==> config.mk <==
export PLATFORM = sky130hd
export DESIGN_NAME = copy_stage_n
export DESIGN_NICKNAME = d
export VERILOG_FILES = /design/src/rtl/copy_stage_n.sv
export SDC_FILE = /design/constraint.sdc
export NUM_CORES = 1
export LEC_CHECK = 0
export BUFFER_PORTS_ARGS = -buffer_cell sky130_fd_sc_hd__buf_4
export CAP_MARGIN = 20
export CORE_MARGIN = 1.5
export CORE_UTILIZATION = 49
export CTS_CLUSTER_SIZE = 12
export DETAILED_ROUTE_END_ITERATION = 10
export GPL_ROUTABILITY_DRIVEN = 0
export PLACE_DENSITY_LB_ADDON = 0.08
export SYNTH_ARGS = -nofsm -noshare
export SYNTH_HDL_FRONTEND = slang
export SYNTH_SLANG_ARGS = --single-unit
==> constraint.sdc <==
create_clock -name CLK -period 2.8 [get_ports CLK]
set_input_delay 0 -clock CLK [delete_from_list [all_inputs] [get_ports CLK]]
set_output_delay 0 -clock CLK [all_outputs]
set_load 0.05 [all_outputs]
==> src/rtl/copy_stage_n.sv <==
// Packet COPY stage: captures one packet and emits NCP_eff+1 copies, each with
// destination DEST + k*DEST_STEP and its own LR bit, over a registered Send/Ack handshake.
module copy_stage_n #(
    parameter int HDR_W     = 11,
    parameter int DEST_W    = 7,
    parameter int DATA_W    = 18,
    parameter int MAXC      = 2,
    parameter int CNT_W     = 1,
    parameter int DEST_STEP = 1
) (
    input  logic                                         CLK,
    input  logic                                         MR,
    input  logic                                         Send_in,
    output logic                                         Ack_out,
    input  logic [HDR_W+DEST_W+MAXC+CNT_W+DATA_W-1:0]    PACKET_IN,
    output logic                                         Send_out,
    input  logic                                         Ack_in,
    output logic [HDR_W+DEST_W+1+DATA_W-1:0]             PACKET_OUT,
    output logic                                         COPYING,
    output logic                                         CLAMP_ERR
);

    localparam logic [CNT_W-1:0]  MAX_IDX = CNT_W'(MAXC - 1);
    localparam logic [DEST_W-1:0] STEP    = DEST_W'(DEST_STEP);

    localparam int NCP_LSB  = DATA_W;
    localparam int LRV_LSB  = NCP_LSB + CNT_W;
    localparam int DEST_LSB = LRV_LSB + MAXC;
    localparam int HDR_LSB  = DEST_LSB + DEST_W;

    logic [HDR_W-1:0]  in_hdr;
    logic [DEST_W-1:0] in_dest;
    logic [MAXC-1:0]   in_lrv;
    logic [CNT_W-1:0]  in_ncp;
    logic [DATA_W-1:0] in_data;
    logic              in_clamp;
    logic [CNT_W-1:0]  in_ncp_eff;

    assign in_hdr     = PACKET_IN[HDR_LSB +: HDR_W];
    assign in_dest    = PACKET_IN[DEST_LSB +: DEST_W];
    assign in_lrv     = PACKET_IN[LRV_LSB +: MAXC];
    assign in_ncp     = PACKET_IN[NCP_LSB +: CNT_W];
    assign in_data    = PACKET_IN[DATA_W-1:0];
    assign in_clamp   = in_ncp > MAX_IDX;
    assign in_ncp_eff = in_clamp ? MAX_IDX : in_ncp;

    logic [HDR_W-1:0]  hdr_q,   hdr_d;
    logic [DEST_W-1:0] dest_q,  dest_d;
    logic [MAXC-1:0]   lrv_q,   lrv_d;
    logic [DATA_W-1:0] data_q,  data_d;
    logic              full_q,  full_d;
    logic [CNT_W-1:0]  idx_q,   idx_d;
    logic [CNT_W-1:0]  last_q,  last_d;
    logic              clamp_q, clamp_d;

    logic              at_last;
    logic              in_fire;
    logic              out_fire;
    logic [MAXC-1:0]   lr_hit;
    logic              lr_k;
    logic [DEST_W-1:0] dest_k;

    // One-hot select of LRV[IDX]; indices beyond LAST are never reached.
    genvar gi;
    generate
        for (gi = 0; gi < MAXC; gi++) begin : g_lr_sel
            assign lr_hit[gi] = lrv_q[gi] & (idx_q == CNT_W'(gi));
        end
    endgenerate

    assign lr_k     = |lr_hit;
    assign dest_k   = dest_q + DEST_W'(idx_q) * STEP;
    assign at_last  = (idx_q == last_q);
    assign out_fire = full_q & Ack_in;
    // Retiring the last copy frees DL this edge, so a new packet may enter alongside it.
    assign Ack_out  = ~MR & (~full_q | (at_last & Ack_in));
    assign in_fire  = Send_in & Ack_out;

    assign Send_out   = full_q;
    assign PACKET_OUT = {hdr_q, dest_k, lr_k, data_q};
    assign COPYING    = full_q & ~at_last;
    assign CLAMP_ERR  = clamp_q;

    always_comb begin
        hdr_d   = hdr_q;
        dest_d  = dest_q;
        lrv_d   = lrv_q;
        data_d  = data_q;
        full_d  = full_q;
        idx_d   = idx_q;
        last_d  = last_q;
        clamp_d = clamp_q;

        if (out_fire) begin
            if (at_last) begin
                full_d = 1'b0;
            end else begin
                idx_d = idx_q + 1'b1;
            end
        end

        if (in_fire) begin
            hdr_d  = in_hdr;
            dest_d = in_dest;
            lrv_d  = in_lrv;
            data_d = in_data;
            full_d = 1'b1;
            idx_d  = '0;
            last_d = in_ncp_eff;
            if (in_clamp) begin
                clamp_d = 1'b1;
            end
        end
    end

    always_ff @(posedge CLK or posedge MR) begin
        if (MR) begin
            hdr_q   <= '0;
            dest_q  <= '0;
            lrv_q   <= '0;
            data_q  <= '0;
            full_q  <= 1'b0;
            idx_q   <= '0;
            last_q  <= '0;
            clamp_q <= 1'b0;
        end else begin
            hdr_q   <= hdr_d;
            dest_q  <= dest_d;
            lrv_q   <= lrv_d;
            data_q  <= data_d;
            full_q  <= full_d;
            idx_q   <= idx_d;
            last_q  <= last_d;
            clamp_q <= clamp_d;
        end
    end

endmodule

==> metrics list <==
* FFs w/ async S/R, synth: 100.0%
* Count of cell instances traversed by the critical path: 5
- Leading area contributor after synthesis: sky130_fd_sc_hd__dfrtp_1
* Count of input and output buffers: 82
* Via count of the first global-routing pass: 1551
- Along the worst path, the maximum fanout reaches 8.
- Core area: approximately 3400 sq um
* Reported max-cap violation count: 0
* Number of buffers added by the clock tree synthesis step: 5
* Origin of the critical flop-to-flop path: idx_q
* Most used standard cells in the synthesized netlist: sky130_fd_sc_hd__dfrtp_1 (41), sky130_fd_sc_hd__mux2_4 (20), sky130_fd_sc_hd__mux2_2 (19)
* Cells after Synth: about 120
- Flop2flop setup slack: around 1100 ps
* Gr usage total: a little under a quarter
- Based on the critical path, the design can be clocked at up to approximately 580 MHz.
- Crit Path Category: flop to primary output
- Critical R2R Capture: hdr_q[3]
- Dividing the detail-routed wire length by the instance count gives about 15 um.
* Cell Area, Synth: 1815 sq um
* Number of pins exceeding their max-slew limit in the final report: 0
* Antenna violations before repair: 0
* Library cells used by synthesis: 26
- CTS root buffer: sky130_fd_sc_hd__clkbuf_8
- Final #Nets: 291
- Mean Syn Cell Area: around 15 sq um
- Detailed routing inserted a total of between 1000 and 1500 vias.
* Net Count, Synth: between 150 and 200
- Setup repair after global routing missed its margin: no
- The worst-case IR drop observed on VDD is between 0.7 and 0.8 mV.
- After floorplanning, the core was divided into 21 placement rows.
- Together, buffers and inverters on the worst path number 1.
- The worst hold path was traced through 3 stages.
* Detailed-routing iteration count for the pre-antenna-repair pass: 4
* Layout overhead on the synthesized area: 65.27%
* Die Y-Extent: about 64 um
- Most common cell in the netlist: sky130_fd_sc_hd__dfrtp_1
* Clock latency of the later-clocked register in the worst-skew pair: about 290 ps
* Share of Yosys cell area claimed by the top area cell type: a little under three fifths
* DRC marker count from the first detailed-route iteration: between 70 and 80
- After clock tree synthesis, the clock-pin slew on the worst setup and hold paths is about 70 ps.
- Number of nets with antenna violations after routing: 0
* Most used flip-flop cell after synthesis: sky130_fd_sc_hd__dfrtp_1
- The repair_antennas step left the layout with diodes totalling 0.
- After detailed placement, the total cell area comes to between 2000 and 2500 sq um.
* Class of the worst hold path: input pin to flop
- DIE WIDTH: approximately 64 um
- The routed design could run at a clock period as short as between 1500 and 2000 ps.
* Max clock buf depth: 2
- Wire length of the first global-routing pass: 7355 um
* Setup Buffers After CTS: 0
- Number of synthesized flops with an enable pin: 0
- Final worst clock skew: about 5.8 ps
* Layout Utilization: just under 90%
- Critical path's top delay family: adder cells
- Counting cells, the worst reg-to-reg path comes to 4.
* Result of the run: finished clean
* Critical Path Start: idx_q
- Half-perimeter wire length after placement: just under 3000 um
- Leakage power total: between 1 and 1.5 nW
* Termination of the worst setup path: PACKET_OUT[23]
- Detail-routed via count per cell: approximately 4.7
* Worst rel slew slack: 56.57%
- Initial cell density of the core: 52.74%
- Largest net degree at the start of global routing: 22
* Design area: between 3000 and 4000 sq um
- After layout, the design draws a total of 4.047 mW.
- Total Negative Setup Slacks: 0 ps
- For this run, the slowest stage of the critical path takes 470 ps.
* Final hold violation count: 0
- For this design the ratio of total power to cell area is between 1000 and 1500 nW/um^2.
- In the post-synthesis netlist, the biggest area contributors are sky130_fd_sc_hd__dfrtp_1 (57%), sky130_fd_sc_hd__mux2_4 (17%), sky130_fd_sc_hd__mux2_2 (12%), sky130_fd_sc_hd__xnor2_1 (1.9%), sky130_fd_sc_hd__buf_6 (1.9%).
* Number of sinks handled by clock tree synthesis: 41
* Cell-by-cell listing of the critical path: ha_1 > ha_1 > nand3_1 > xnor2_1 > buf_4
* Cell with the most instances on the worst path: sky130_fd_sc_hd__ha_1
* Clock tree from TritonCTS: yes
- H-tree Lvls: 2
- Share of synthesized area occupied by flip-flops and latches: 56.51%
* Final cycle utilization of the critical path: 61.97%
- For this run, the number of Yosys warnings is 0.
- Die outline area: about 4100 sq um
- Critical Path End Type: primary output
- Required time at the endpoint of the critical path: ~2800 ps
- Remaining routing DRC violations: 0
* Data arrival, critical path: 1740 ps
- Fraction of layout instances using a drive strength above 1: 54.25%
- Total congestion overflow after global routing: 0
- The final layout contains routed wiring with a total length of around 4400 um.
* Synthesis-stage register bit count: between 40 and 50
* Setup violators final: 0
* Library cell contributing the largest single delay on the critical path: sky130_fd_sc_hd__dfrtp_1
- Startpoint Class: flop
* Actual slew at the worst max-slew pin: 650.7 ps
- Top-level port count: 84
==> through the flow <==
stage	setup slack, ps	hold slack (ps)	cells
2_1_floorplan	1041	148.0	119
3_3_place_gp	1186	231.5	244
3_5_place_dp	1114	146.0	245
4_1_cts	1052	63.86	293
5_1_grt	946.0	121.7	293
6_report	1065	103.2	293
==> worst min path at each step <==
| stage | slack [ps] | to | start |
|---|---|---|---|
| 2_1_floorplan | 150 | data_q[0] | PACKET_IN[0] |
| 3_3_place_gp | 230 | hdr_q[6] | PACKET_IN[34] |
| 3_5_place_dp | 150 | Send_out | MR |
| 4_1_cts | 60 | Send_out | Send_in |
| 5_1_grt | 120 | Send_out | Send_in |
| 6_report | 100 | Send_out | Send_in |
==> layout by cell type, fill, tap and decap left out <==
master,n
sky130_fd_sc_hd__a211o_1,1
sky130_fd_sc_hd__a21oi_1,1
sky130_fd_sc_hd__a32o_1,1
sky130_fd_sc_hd__and2_1,1
sky130_fd_sc_hd__and3_1,1
sky130_fd_sc_hd__and3b_1,1
sky130_fd_sc_hd__buf_16,1
sky130_fd_sc_hd__buf_4,85
sky130_fd_sc_hd__clkbuf_8,7
sky130_fd_sc_hd__clkinv_2,1
sky130_fd_sc_hd__conb_1,1
sky130_fd_sc_hd__dfrtp_1,41
sky130_fd_sc_hd__dlygate4sd3_1,40
sky130_fd_sc_hd__ha_1,2
sky130_fd_sc_hd__inv_1,3
sky130_fd_sc_hd__mux2_2,19
sky130_fd_sc_hd__mux2_4,20
sky130_fd_sc_hd__nand2_1,1
sky130_fd_sc_hd__nand2b_1,2
sky130_fd_sc_hd__nand3_1,4
sky130_fd_sc_hd__nand3b_1,1
sky130_fd_sc_hd__nor2_1,1
sky130_fd_sc_hd__nor2b_1,1
sky130_fd_sc_hd__o21a_1,1
sky130_fd_sc_hd__o21ai_0,2
sky130_fd_sc_hd__o22ai_1,1
sky130_fd_sc_hd__o22ai_4,1
sky130_fd_sc_hd__xnor2_1,4
sky130_fd_sc_hd__xor2_1,2
==> tightest hold or removal path, delay by kind of cell <==
family | cells | cell delay (ps)
and+or+nand+nor | 2 | 250
buffers and inverters | 1 | 90
==> routing by layer <==
metal	GRT usage [%]	routed length, um	vias up
li1	-	-	670
met1	26.69	1721	656
met2	42.97	2322	57
met3	7.218	261	6
met4	7.609	51	0
met5	0	0	-
==> sequential cells by signal, indices dropped and copies added, names as in the netlist <==
signal / flops
Send_out: 1
data_q: 18
dest_q: 7
hdr_q: 11
idx_q: 1
last_q: 1
lrv_q: 2
==> power by group <==
part,switching (mW),internal (mW)
combinational,1.56,0.949
clock,0.192,0.223
sequential,0.225,0.897
==> area by class of cell <==
type	instances	area (sq um)
flip-flops and latches	41	1026
inverters	3	11.26
multi-input cells	69	738.2
fillers	162	441.7
repair buffers	126	1066
clock inverters	1	5.005
clock buffers	7	96.34
well taps	46	57.56
==> what timing repair did <==
| item | 4_1_cts | 5_1_grt |
|---|---|---|
| endpoints found under the hold margin | 52 | 0 |
| hold buffers | 40 | 0 |
| gates resized for setup | 0 | 0 |
==> logic make-up after synthesis <==
logic type	synth area share [%]
other	0.2066
DFF	56.51
and+or+nand+nor	4.136
buffers and inverters	3.583
xor gates and xnor gates	2.895
adders and majority gates	1.378
AOI/OAI and AO/OA	2.963
muxes	28.33
Power figures use the tool's default switching activity.
